### src/rtl/fp_div_pkg.sv
// fp_div_pkg: shared types and constants for the iterative FP32 divider.
//   state_e      : controller states (IDLE, DIVIDE, NORM, DONE)
//   EXP_BIAS, EXP_W, FRAC_W, QUOT_BITS : FP32 field geometry
//   QNAN, POS_INF: canonical special results
//   FLAG_*       : bit positions inside the 4-bit flags vector
package fp_div_pkg;

  typedef enum logic [1:0] {
    IDLE,
    DIVIDE,
    NORM,
    DONE
  } state_e;

  localparam int          EXP_BIAS  = 127;
  localparam int unsigned EXP_W     = 8;
  localparam int unsigned FRAC_W    = 23;
  localparam int unsigned QUOT_BITS = 27;

  localparam logic [31:0] QNAN    = 32'h7FC0_0000;
  localparam logic [31:0] POS_INF = 32'h7F80_0000;

  localparam int unsigned FLAG_INVALID   = 3;
  localparam int unsigned FLAG_DIV_ZERO  = 2;
  localparam int unsigned FLAG_OVERFLOW  = 1;
  localparam int unsigned FLAG_UNDERFLOW = 0;

endpackage

### src/rtl/fp_div_classify.sv
// fp_div_classify: combinational operand classification for fp_divider.
// Decides whether an a/b pair bypasses the datapath and, if so, what the
// result and flags are. Denormal operands (exp = 0) count as zero.
//   exp_a, exp_b : biased exponent fields of dividend / divisor
//   sign         : result sign (sa ^ sb)
//   special      : 1 when the special result overrides the datapath
//   spec_result  : overriding FP32 result
//   spec_flags   : overriding {invalid, div_by_zero, overflow, underflow}
module fp_div_classify
  import fp_div_pkg::*;
(
  input  logic [EXP_W-1:0] exp_a,
  input  logic [EXP_W-1:0] exp_b,
  input  logic             sign,
  output logic             special,
  output logic [31:0]      spec_result,
  output logic [3:0]       spec_flags
);

  logic a_zero;
  logic b_zero;
  logic a_infnan;
  logic b_infnan;

  always_comb begin
    a_zero   = (exp_a == '0);
    b_zero   = (exp_b == '0);
    a_infnan = (exp_a == '1);
    b_infnan = (exp_b == '1);

    special     = 1'b0;
    spec_result = '0;
    spec_flags  = '0;

    if (a_infnan || b_infnan || (a_zero && b_zero)) begin
      special                  = 1'b1;
      spec_result              = QNAN;
      spec_flags[FLAG_INVALID] = 1'b1;
    end else if (b_zero) begin
      special                   = 1'b1;
      spec_result               = POS_INF | {sign, 31'b0};
      spec_flags[FLAG_DIV_ZERO] = 1'b1;
    end else if (a_zero) begin
      special     = 1'b1;
      spec_result = {sign, 31'b0};
    end
  end

endmodule

### src/rtl/fp_divider.sv
// fp_divider: iterative IEEE-754 single-precision divider, result = a / b.
// Restoring radix-2 division of the 24-bit significands, one quotient bit
// per clock, 27 quotient bits. out_valid rises 28 edges after acceptance.
// Denormal inputs are flushed to zero; no denormal outputs are produced.
//   clk, reset           : clock, asynchronous active-high reset
//   in_valid / in_ready  : operand handshake (in_ready high only when idle)
//   a, b                 : dividend, divisor (FP32)
//   out_valid / out_ready: result handshake; result held until taken
//   result               : quotient (FP32)
//   flags                : {invalid, div_by_zero, overflow, underflow}
// Optional feature: define FP_DIV_RNE_EN for round-to-nearest-even;
// without it the quotient is truncated (round toward zero).
module fp_divider
  import fp_div_pkg::*;
#(
  parameter int WIDTH = 32
) (
  input  logic             clk,
  input  logic             reset,
  input  logic             in_valid,
  output logic             in_ready,
  input  logic [WIDTH-1:0] a,
  input  logic [WIDTH-1:0] b,
  output logic             out_valid,
  input  logic             out_ready,
  output logic [WIDTH-1:0] result,
  output logic [3:0]       flags
);

  state_e                 state_q, state_d;
  logic                   sign_q, sign_d;
  logic signed [9:0]      exp_q, exp_d;
  logic [FRAC_W:0]        mb_q, mb_d;
  logic [FRAC_W+1:0]      rem_q, rem_d;
  logic [QUOT_BITS-1:0]   quot_q, quot_d;
  logic [4:0]             cnt_q, cnt_d;
  logic                   spec_q, spec_d;
  logic [31:0]            spec_res_q, spec_res_d;
  logic [3:0]             spec_flags_q, spec_flags_d;
  logic [31:0]            result_q, result_d;
  logic [3:0]             flags_q, flags_d;

  logic                   cls_special;
  logic [31:0]            cls_result;
  logic [3:0]             cls_flags;

  fp_div_classify u_classify (
    .exp_a       (a[30:23]),
    .exp_b       (b[30:23]),
    .sign        (a[31] ^ b[31]),
    .special     (cls_special),
    .spec_result (cls_result),
    .spec_flags  (cls_flags)
  );

  // One restoring step. R < 2*mb always holds, so R - mb fits and the
  // shifted remainder never loses a set bit.
  logic              rem_ge;
  logic [FRAC_W+1:0] rem_sub;

  always_comb begin
    rem_ge  = (rem_q >= {1'b0, mb_q});
    rem_sub = rem_ge ? (rem_q - {1'b0, mb_q}) : rem_q;
  end

  // Normalisation, rounding and range check of the finished quotient.
  logic [FRAC_W-1:0] frac_t;
  logic [FRAC_W-1:0] frac_r;
  logic signed [9:0] exp_n;
  logic signed [9:0] exp_r;
  logic [31:0]       norm_result;
  logic [3:0]        norm_flags;
`ifdef FP_DIV_RNE_EN
  logic              guard;
  logic              sticky;
  logic              round_inc;
  logic [FRAC_W:0]   frac_inc;
`endif

  always_comb begin
    // a/b in (1/2, 2), so either q[26] or q[25] is the leading one.
    frac_t = quot_q[26] ? quot_q[25:3] : quot_q[24:2];
    exp_n  = quot_q[26] ? exp_q : (exp_q - 10'sd1);
`ifdef FP_DIV_RNE_EN
    guard     = quot_q[26] ? quot_q[2] : quot_q[1];
    sticky    = (quot_q[26] ? (|quot_q[1:0]) : quot_q[0]) | (|rem_q);
    round_inc = guard & (sticky | frac_t[0]);
    // Carry out of the fraction leaves frac = 0, i.e. mantissa 1.0.
    frac_inc  = {1'b0, frac_t} + {{FRAC_W{1'b0}}, round_inc};
    frac_r    = frac_inc[FRAC_W-1:0];
    exp_r     = exp_n + $signed({9'b0, frac_inc[FRAC_W]});
`else
    frac_r = frac_t;
    exp_r  = exp_n;
`endif
    norm_flags = '0;
    if (exp_r >= 10'sd255) begin
      norm_result               = POS_INF | {sign_q, 31'b0};
      norm_flags[FLAG_OVERFLOW] = 1'b1;
    end else if (exp_r <= 10'sd0) begin
      norm_result                = {sign_q, 31'b0};
      norm_flags[FLAG_UNDERFLOW] = 1'b1;
    end else begin
      norm_result = {sign_q, exp_r[7:0], frac_r};
    end
  end

  always_comb begin
    state_d      = state_q;
    sign_d       = sign_q;
    exp_d        = exp_q;
    mb_d         = mb_q;
    rem_d        = rem_q;
    quot_d       = quot_q;
    cnt_d        = cnt_q;
    spec_d       = spec_q;
    spec_res_d   = spec_res_q;
    spec_flags_d = spec_flags_q;
    result_d     = result_q;
    flags_d      = flags_q;

    case (state_q)
      IDLE: begin
        if (in_valid) begin
          state_d      = DIVIDE;
          sign_d       = a[31] ^ b[31];
          exp_d        = $signed({2'b00, a[30:23]}) - $signed({2'b00, b[30:23]})
                         + $signed(10'(EXP_BIAS));
          mb_d         = {1'b1, b[22:0]};
          rem_d        = {2'b01, a[22:0]};
          quot_d       = '0;
          cnt_d        = 5'(QUOT_BITS - 1);
          spec_d       = cls_special;
          spec_res_d   = cls_result;
          spec_flags_d = cls_flags;
        end
      end
      DIVIDE: begin
        // Bits arrive MSB first, so shifting them in lands the first one
        // at q[26] after 27 steps, same as writing q[cnt].
        quot_d = {quot_q[QUOT_BITS-2:0], rem_ge};
        rem_d  = rem_sub << 1;
        cnt_d  = cnt_q - 5'd1;
        if (cnt_q == '0) begin
          state_d = NORM;
        end
      end
      NORM: begin
        result_d = spec_q ? spec_res_q : norm_result;
        flags_d  = spec_q ? spec_flags_q : norm_flags;
        state_d  = DONE;
      end
      DONE: begin
        if (out_ready) begin
          state_d = IDLE;
        end
      end
      default: state_d = IDLE;
    endcase
  end

  always_ff @(posedge clk or posedge reset) begin
    if (reset) begin
      state_q      <= IDLE;
      sign_q       <= 1'b0;
      exp_q        <= '0;
      mb_q         <= '0;
      rem_q        <= '0;
      quot_q       <= '0;
      cnt_q        <= '0;
      spec_q       <= 1'b0;
      spec_res_q   <= '0;
      spec_flags_q <= '0;
      result_q     <= '0;
      flags_q      <= '0;
    end else begin
      state_q      <= state_d;
      sign_q       <= sign_d;
      exp_q        <= exp_d;
      mb_q         <= mb_d;
      rem_q        <= rem_d;
      quot_q       <= quot_d;
      cnt_q        <= cnt_d;
      spec_q       <= spec_d;
      spec_res_q   <= spec_res_d;
      spec_flags_q <= spec_flags_d;
      result_q     <= result_d;
      flags_q      <= flags_d;
    end
  end

  assign in_ready  = (state_q == IDLE);
  assign out_valid = (state_q == DONE);
  assign result    = result_q;
  assign flags     = flags_q;

endmodule

### config.mk
export PLATFORM = sky130hd
export DESIGN_NAME = fp_divider
export DESIGN_NICKNAME = d
export VERILOG_FILES = /design/src/rtl/fp_div_pkg.sv /design/src/rtl/fp_div_classify.sv /design/src/rtl/fp_divider.sv
export SDC_FILE = /design/constraint.sdc
export NUM_CORES = 1
export LEC_CHECK = 0
export BUFFER_PORTS_ARGS = -buffer_cell sky130_fd_sc_hd__buf_4
export CORE_MARGIN = 2
export CORE_UTILIZATION = 55
export CTS_BUF_LIST = sky130_fd_sc_hd__clkbuf_4
export DETAILED_ROUTE_END_ITERATION = 10
export PLACE_DENSITY_LB_ADDON = 0.25
export SLEW_MARGIN = 40
export SYNTH_ARGS = -nofsm -noshare
export SYNTH_HDL_FRONTEND = slang
export SYNTH_HIERARCHICAL = 1
export SYNTH_SLANG_ARGS = --single-unit
### constraint.sdc
create_clock -name clk -period 8.9 [get_ports clk]
set_input_delay 0.445 -clock clk [delete_from_list [all_inputs] [get_ports clk]]
set_output_delay 0.445 -clock clk [all_outputs]
set_load 0.01 [all_outputs]
# After elaboration in Yosys (flattened, before gate mapping)
# Index checks and enable logic that the tools add are counted.
[classes]
n_addsub = 5
mul = 0
div_mod_pow = 0
order_cmp = 3
eq_ne = 8
n_shift = 0
n_mux = 29
bitwise = 1
n_reduce_logical = 11
[op_table]
columns = ["cell", "count"]
rows = [
  ["$mux 32", 4],
  ["$mux 31", 2],
  ["$pmux 27 s2", 1],
  ["$pmux 25 s2", 1],
  ["$mux 27", 1],
  ["$ge 25x24->1", 1],
  ["$mux 25", 1],
  ["$mux 24", 1],
  ["$sub 24x24->24", 1],
  ["$mux 23", 1],
  ["$eq 8x8->1 const B", 2],
  ["$logic_not 8->1", 2],
  ["$add 9x8->10 const B", 1],
  ["$ge 10x9->1 const B", 1],
  ["$le 10x1->1 const B", 1],
  ["$mux 10", 1],
  ["$pmux 5 s2", 1],
  ["$sub 10x2->10 const B", 1],
  ["$mux 1", 9],
  ["$sub 8x8->9", 1],
  ["$pmux 2 s4", 1],
  ["$mux 2", 3],
  ["$logic_not 5->1", 1],
  ["$mux 5", 1],
  ["other kinds (13)", 17],
]
[word_totals]
register_bits = 165
latchBits = 0
mem_bits_rw = 0
romBits = 0
output_inout_bits = 38
word_cells = 69
memories = 0

# Depth between registers and ports, before layout
# Gate-level depths: netlist of run 1.
[logic_depth]
word_depth = 6
mapped_depth = 12

# By module
# The synthesis of run 1 kept the hierarchy.
[modules_own_cells]
columns = ["mod", "instances", "cells_per_inst", "area_each_um2"]
rows = [
  ["fp_divider", 1, 888, 9394.0],
  ["fp_div_classify", 1, 52, 380.4],
]

# Worst setup path before layout of run 1
# OpenSTA, ideal clock, no wires.
[synth_timing]
kind = "reg-to-reg"
from = "register rem_q[14]"
to = "register rem_q[3]"
setup_ns = 0.134
arrival_time_ns = 2.477
path_slack_ns = 6.288
stages_incl_launch_ff = 12
n_path_buf = 2
cell_sequence = "dfrtp_1 ha_1 clkbuf_1 a21oi_1 o21bai_1 or3_1 nor3_2 o31ai_4 a21oi_4 buf_4 mux2i_1 o22ai_1"
[synth_via]
elab_chain_cells = 3
[synth_lines]
columns = ["item", "line", "source"]
rows = [
  ["start: declaration", "fp_divider.sv:34", "logic [FRAC_W+1:0] rem_q, rem_d;"],
  ["start signal: assignment", "fp_divider.sv:181", "rem_q <= rem_d;"],
  ["$ge 25x24->1", "fp_divider.sv:62", "rem_ge = (rem_q >= {1'b0, mb_q});"],
  ["$mux 24", "fp_divider.sv:63", "rem_sub = rem_ge ? (rem_q - {1'b0, mb_q}) : rem_q;"],
  ["$pmux 25 s2", "fp_divider.sv:122", "case (state_q)"],
]
# Every way passes these cells.
# A chain may end at the register's enable or synchronous reset.

# Final worst setup path of run 1
[layout_timing]
from = "register state_q[0]"
to = "register rem_q[21]"
[layout_via]
elab_chain_cells = 3
elab_cells_between_ends = 6
classes_between = "eq/ne (2); mux (1); reduce/logical (3)"
[layout_lines]
columns = ["item", "line", "source"]
rows = [
  ["start: declaration", "fp_divider.sv:30", "state_e state_q, state_d;"],
  ["start signal: assignment", "fp_divider.sv:177", "state_q <= state_d;"],
  ["$eq 2x1->1 or $logic_not 2->1 (tied branches)", "fp_divider.sv:122", ""],
  ["$reduce_bool 2->1 (no line) or $ne 2x2->1 (tied branches)", "--", ""],
  ["$reduce_and 2->1 (no line)", "--", ""],
]
# Parallel ways exist; a longest one is shown, timed or not.

==> results of run 1 <==
cell families after synthesis:
family	after synthesis	share of synthesized area, %
AOI/OAI and AO/OA	257	19.0
adders and majority gates	42	5.53
muxes	109	12.0
and+or+nand+nor	187	10.0
xor gates and xnor gates	39	3.49
other	1	0.0384
buffers and inverters	138	7.12
DFF	167	42.8
path summary, 6_finish.rpt:
check,to,slack [ns]
setup / recovery,rem_q[21],5.63
hold / removal,mb_q[7],0.08
setup reg to reg,rem_q[21],5.63
hold reg to reg,mb_q[23],0.47
max in group asynchronous,rem_q[2],7.26
min in group asynchronous,mb_q[6],0.49
state kept, by name (all words and copies together), names as in the netlist:
| name | flops |
|---|---|
| result | 32 |
| spec_res_q | 32 |
| quot_q | 27 |
| rem_q | 25 |
| mb_q | 24 |
| exp_q | 10 |
| cnt_q | 5 |
| flags | 4 |
| spec_flags_q | 4 |
| state_q | 2 |
| sign_q | 1 |
| spec_q | 1 |
cells in the mapped netlist (all sizes together) (17+ instances only):
cell type	instances
a22o	28
nor2	49
a22oi	26
a21oi	46
xnor2	23
nand3	17
ha	40
inv	56
o21ai	59
clkbuf	40
mux2i	44
mux2	65
buf	42
nand2	49
dfrtp	167
routing by layer:
metal	part of all wire, %	vias to the layer above	GRT usage [%]
met5	0	-	0
met4	1.0	0	5.38
met3	4.1	18	4.16
met2	49	154	39.7
met1	46	3523	31.9
li1	-	3515	-
where the power goes:
| part | internal, uW | leakage [uW] | switching, uW | total [uW] |
|---|---|---|---|---|
| Sequential | 996 | 0.00211 | 179 | 1170 |
| Clock | 128 | 0.000146 | 316 | 444 |
| Combinational | 969 | 0.00278 | 1230 | 2200 |
| Total | 2090 | 0.00503 | 1720 | 3810 |
worst register-to-register path, delay by kind of cell (launching register included):
family | cells | cell delay (ns)
buf+inv | 3 | 0.78
fa+ha+maj | 1 | 0.37
compound gates | 1 | 0.19
simple gates | 4 | 1.48
flops | 1 | 0.42
placed cells by master (no fill, tap or decap), drive strengths merged, types with 9 or more instances in the layout:
cell type / synthesis / layout
a21o: 15 / 15
a21oi: 46 / 46
a221o: 10 / 10
a22o: 28 / 28
a22oi: 26 / 26
buf: 42 / 113
clkbuf: 40 / 17
conb: 1 / 24
dfrtp: 167 / 167
ha: 40 / 40
inv: 56 / 64
mux2: 65 / 65
mux2i: 44 / 44
nand2: 49 / 49
nand3: 17 / 17
nor2: 49 / 49
nor3: 13 / 13
nor4: 9 / 9
o21a: 10 / 10
o21ai: 59 / 59
o22ai: 14 / 14
xnor2: 23 / 23
xor2: 16 / 16
stage by stage:
stage | total power [uW] | instance area [sq um]
2_1_floorplan | 2870 | 9860
3_3_place_gp | 3270 | 10500
3_5_place_dp | 3360 | 10600
4_1_cts | 3820 | 10900
5_1_grt | 4130 | 10900
6_report | 3810 | 10900
final cells by class:
cell class                 count  area, sq um
sequential                   167         4180
timing repair buffer         114          893
antenna                        1         2.50
clock inverter                15          160
clock buffer                  17          128
multi-input combinational    658         5000
tap                          225          282
fill                        1471         6490
inverter                      56          218
timing repair:
| item | 4_1_cts | 5_1_grt |
|---|---|---|
| endpoints found under the hold margin | 1 | 0 |
| setup endpoints to repair | 0 | 0 |
| hold buffers | 1 | 0 |
| buffers inserted | 0 | 0 |
==> out/results.ini, run 1 <==
[timing]
fin_tns_setup_ns=0
maxSlewViolCount=0
hold_violations=0
max_freq_mhz=306
fin_skew_ns=0.0348
rsz0062_at_grt=false
fin_ws_ns=5.63
fin_crit_sh_pct=36.7
setup_viol=0
whs_ns=0.0763
relSlewSlack_pct=51.0
tightestPinTransition_ns=0.735
min_period_ns=3.27

[setup_path]
r2r_cells=9
slowest_delay_ns=0.66
worstPathMaxFanout=69
crit_required_ns=9.44
cp_num_cells=9
critPathTopFamily=simple AND/OR/NAND/NOR gates
worstReg2RegStart=state_q[0]
path_cells=inv_1 > ha_1 > nand2_4 > buf_6 > o21ai_1 > buf_4 > nand2_1 > or4_1 > nand3_1
crit_path_end_kind=flop
start_kind=flop
crit_buf_inv=3
arrival_ns=3.81
worst-setup-path-type=reg2reg
slowest_stage=or4_1
worstSetupStartpoint=state_q[0]

[cts]
cts_tree=yes
numCtsBuffers=17
cts_max_level=4
cts_root_buf=clkbuf_4
cts_num_sinks=167
clk_latency_ns=0.60
clk_pin_slew_ns=0.16
cts.path.max_buffers=2
cts_resized=0

[synthesis]
synth_top_area_share_pct=42.8
yosys_warnings=6
synth_cells=940
synth_seq_cells=167
dominantRegCellSynth=dfrtp_1
syn_avg_cell_area_sq_um=10.4
ys_seq_area_share_pct=42.8
async_flop_share_pct=100
netlist_area_sq_um=9770
yosysTopAreaCell=dfrtp_1
ys_top_cells_by_area=dfrtp_1, mux2_2, ha_1, mux2i_1, buf_4
synth-edff-count=0
ys_types=75

[detailed_routing]
postRouteWirelength_um=21200
wl_per_cell_um=16.9
viasPerCell=5.75
antenna_left=0
drc_errors=0
drt_pre_antenna_iters=5
dr_total_vias=7210
drtIter0Drc=506

[grt]
antenna_found_initial=1
overflow=0
first_global_vias=7181
gr-usage-all-layers_pct=23.6
grt_pass1_wl_um=35300
grt_max_degree=89

[pwr]
p_per_area_nw_per_um2=351
peakVddDrop_mv=0.226
p_leak_uw=0.00503

[min_path]
hold_path.class=in2reg
hold_depth=2
hold_start=b[7]

[place]
dp.final_hpwl_um=14900
place.gp.congestion=0.993
portBuffers=105
pre_cts_ws_ns=5.53
dp.cells=1219

[floorplan]
coreArea_sq_um=17400
die_width_um=137
rows=48
io_pins=106
fp.dieH_um=137
die-area_sq_um=18900
initial_core_util_pct=56.3

[cells_and_area]
drive_gt1_share_pct=24.6
fin_cells=1253
final_util_pct=62.6
areaGrowthSynthToFinish_pct=11.2
nets=1124

[status]
status=finished clean

[flow_run]
max_cap_violations=0

Power figures use the tool's default switching activity.
==> inputs of run 2 (changes only) <==
==> constraint.sdc (replaced) <==
create_clock -name clk -period 3 [get_ports clk]
set_input_delay 0.15 -clock clk [delete_from_list [all_inputs] [get_ports clk]]
set_output_delay 0.15 -clock clk [all_outputs]
set_load 0.01 [all_outputs]
==> run 2 against run 1 <==
- clock-buffer cell count increased by 1
- via count increased by 5.1%
- power increased to 3.0 times the previous value
- critical endpoint is now rem_q[23]
- highest routed layer unchanged
==> out/results.ini, run 2 (synthesis gave the netlist of run 1 again) <==
[floorplan]
coreArea_sq_um=17400  ; unchanged
die-area_sq_um=18900  ; unchanged
initial_core_util_pct=56.3  ; unchanged
fp.dieH_um=137  ; unchanged
rows=48  ; unchanged
io_pins=106  ; unchanged
die_width_um=137  ; unchanged

[timing]
hold_violations=0  ; unchanged
min_period_ns=2.82  ; -0.454 ns
maxSlewViolCount=0  ; unchanged
fin_crit_sh_pct=93.8  ; +57 points
rsz0062_at_grt=false
relSlewSlack_pct=55.8  ; +4.8 points
fin_tns_setup_ns=0  ; unchanged
tightestPinTransition_ns=0.663  ; -0.0718 ns
fin_skew_ns=0.0221  ; -0.0127 ns
max_freq_mhz=355  ; +16%
fin_ws_ns=0.185  ; -5.45 ns
setup_viol=0  ; unchanged

[detailed_routing]
postRouteWirelength_um=21800  ; +3.1%
antenna_left=0  ; unchanged
dr_total_vias=7579  ; +5.1%
drtIter0Drc=498  ; -1.6%
drt_pre_antenna_iters=6  ; +1
wl_per_cell_um=16.6  ; -1.9%
drc_errors=0  ; unchanged
viasPerCell=5.75  ; about the same

[setup_path]
path_cells=ha_1 > fa_1 > nor2b_2 > o2111ai_1 > a211oi_1 > buf_4 > o2111ai_1 > a31oi_1 > mux2i_1 > nand2_1 > o31a_1
slowest_stage=dfrtp_1
crit_required_ns=3.46  ; -5.98 ns
arrival_ns=3.28  ; -0.53 ns
start_kind=flop
slowest_delay_ns=0.42  ; -0.24 ns
r2r_cells=11  ; +2
worst-setup-path-type=reg2reg
crit_path_frequent_cell=o2111ai_1
rrSetupSlack_ns=0.18  ; -5.45 ns
worstReg2RegStart=mb_q[0]
crit_path_end_kind=flop
worstPathMaxFanout=3  ; -96%
r2r-end=rem_q[23]

[cts]
clk_latency_ns=0.57  ; -0.03 ns
cts_max_level=4  ; unchanged
cts_tree=yes
numCtsBuffers=17  ; unchanged
cts.path.max_buffers=2  ; unchanged
cts_root_buf=clkbuf_4
cts_num_sinks=167  ; unchanged
clk_pin_slew_ns=0.15  ; about the same

[min_path]
hold_start=a[30]
holdPathEnd=exp_q[9]
hold_path.class=in2reg
hold_depth=5  ; +3

[cells_and_area]
final_util_pct=66.0  ; +3.4 points
n_antenna_cell=0  ; -1
drive_gt1_share_pct=24.5  ; -0.18 points
fillCellCount=1425  ; -3.1%
layout_commonest_cell=dfrtp_1
nets=1190  ; +5.9%
finalInstanceArea_sq_um=11500  ; +5.4%
mostFrequentLayoutCells=dfrtp_1, buf_4, mux2_2, inv_1, dlygate4sd3_1
areaGrowthSynthToFinish_pct=17.2

[pwr]
peakVddDrop_mv=0.710  ; +210%
finalPower_uw=11500  ; +200%
p_leak_uw=0.00530  ; +5.2%
p_per_area_nw_per_um2=1000  ; +180%

[place]
portBuffers=105  ; unchanged
place.gp.congestion=0.899  ; -9.4%
dp.final_hpwl_um=15000  ; +0.75%
placed_area_sq_um=10700  ; +0.98%
pre_cts_ws_ns=0.203  ; -5.32 ns

[grt]
gr-usage-all-layers_pct=24.5  ; +0.90 points
grt_pass1_wl_um=36700  ; +4.2%
overflow=0  ; unchanged
first_global_vias=7466  ; +4.0%
antenna_found_initial=0  ; -1
grt_max_degree=114  ; +28%

[status]
status=finished clean

[flow_run]
max_cap_violations=0  ; unchanged

## run 2: what timing repair did
action / 4_1_cts / 5_1_grt
setup endpoints to repair: 0 / 4
setup buffers: 0 / 2
endpoints found under the hold margin: 67 / 0
resized for setup: 0 / 2
hold buffers: 51 / 0
## run 2: per-layer routing
layer,up-vias,global-route usage (%),wire (um)
met4,0,6.53,408
met2,189,41.0,10600
met1,3714,32.5,9780
met3,34,5.08,1040
met5,-,0,0
li1,3642,-,-
## run 2: area by class of cell
type | count | area, sq um | share of cell area (%)
multi-input cells | 658 | 5000 | 43.7
flip-flops and latches | 167 | 4180 | 36.5
repair buffers | 180 | 1520 | 13.2
well taps | 225 | 282 | 2.46
inverters | 56 | 214 | 1.87
clock buffers | 18 | 135 | 1.18
clock inverters | 13 | 125 | 1.09
## run 2: critical path: cells and delay by family (launching register included)
| family | cells | cell delay, ns |
|---|---|---|
| AOI/OAI and AO/OA | 5 | 1.06 |
| buffers and inverters | 1 | 0.16 |
| muxes | 1 | 0.23 |
| DFF | 1 | 0.42 |
| and+or+nand+nor | 2 | 0.21 |
| adders and majority gates | 2 | 0.64 |
## run 2: worst max-delay path by stage
stage / to / slack, ns / cells past startpoint / startpoint
2_1_floorplan: rem_q[3] / 0.39 / 11 / rem_q[14]
3_3_place_gp: rem_q[23] / 0.24 / 11 / mb_q[0]
3_5_place_dp: rem_q[16] / 0.20 / 10 / rem_q[16]
4_1_cts: rem_q[16] / 0.13 / 10 / rem_q[16]
5_1_grt: rem_q[16] / 0.006 / 10 / rem_q[16]
6_report: rem_q[23] / 0.18 / 11 / mb_q[0]
## run 2: report_power, final
part           internal (uW)  switching (uW)  total [uW]
registers               2960             524        3480
clock network            428             836        1260
logic                   3020            3690        6710
total                   6400            5050       11500
## run 2: through the flow
step           std cells  hold WS, ns
2_1_floorplan        963        0.267
3_3_place_gp        1233        0.181
3_5_place_dp        1233        0.186
4_1_cts             1315       0.0344
5_1_grt             1317       0.0410
6_report            1317       0.0919
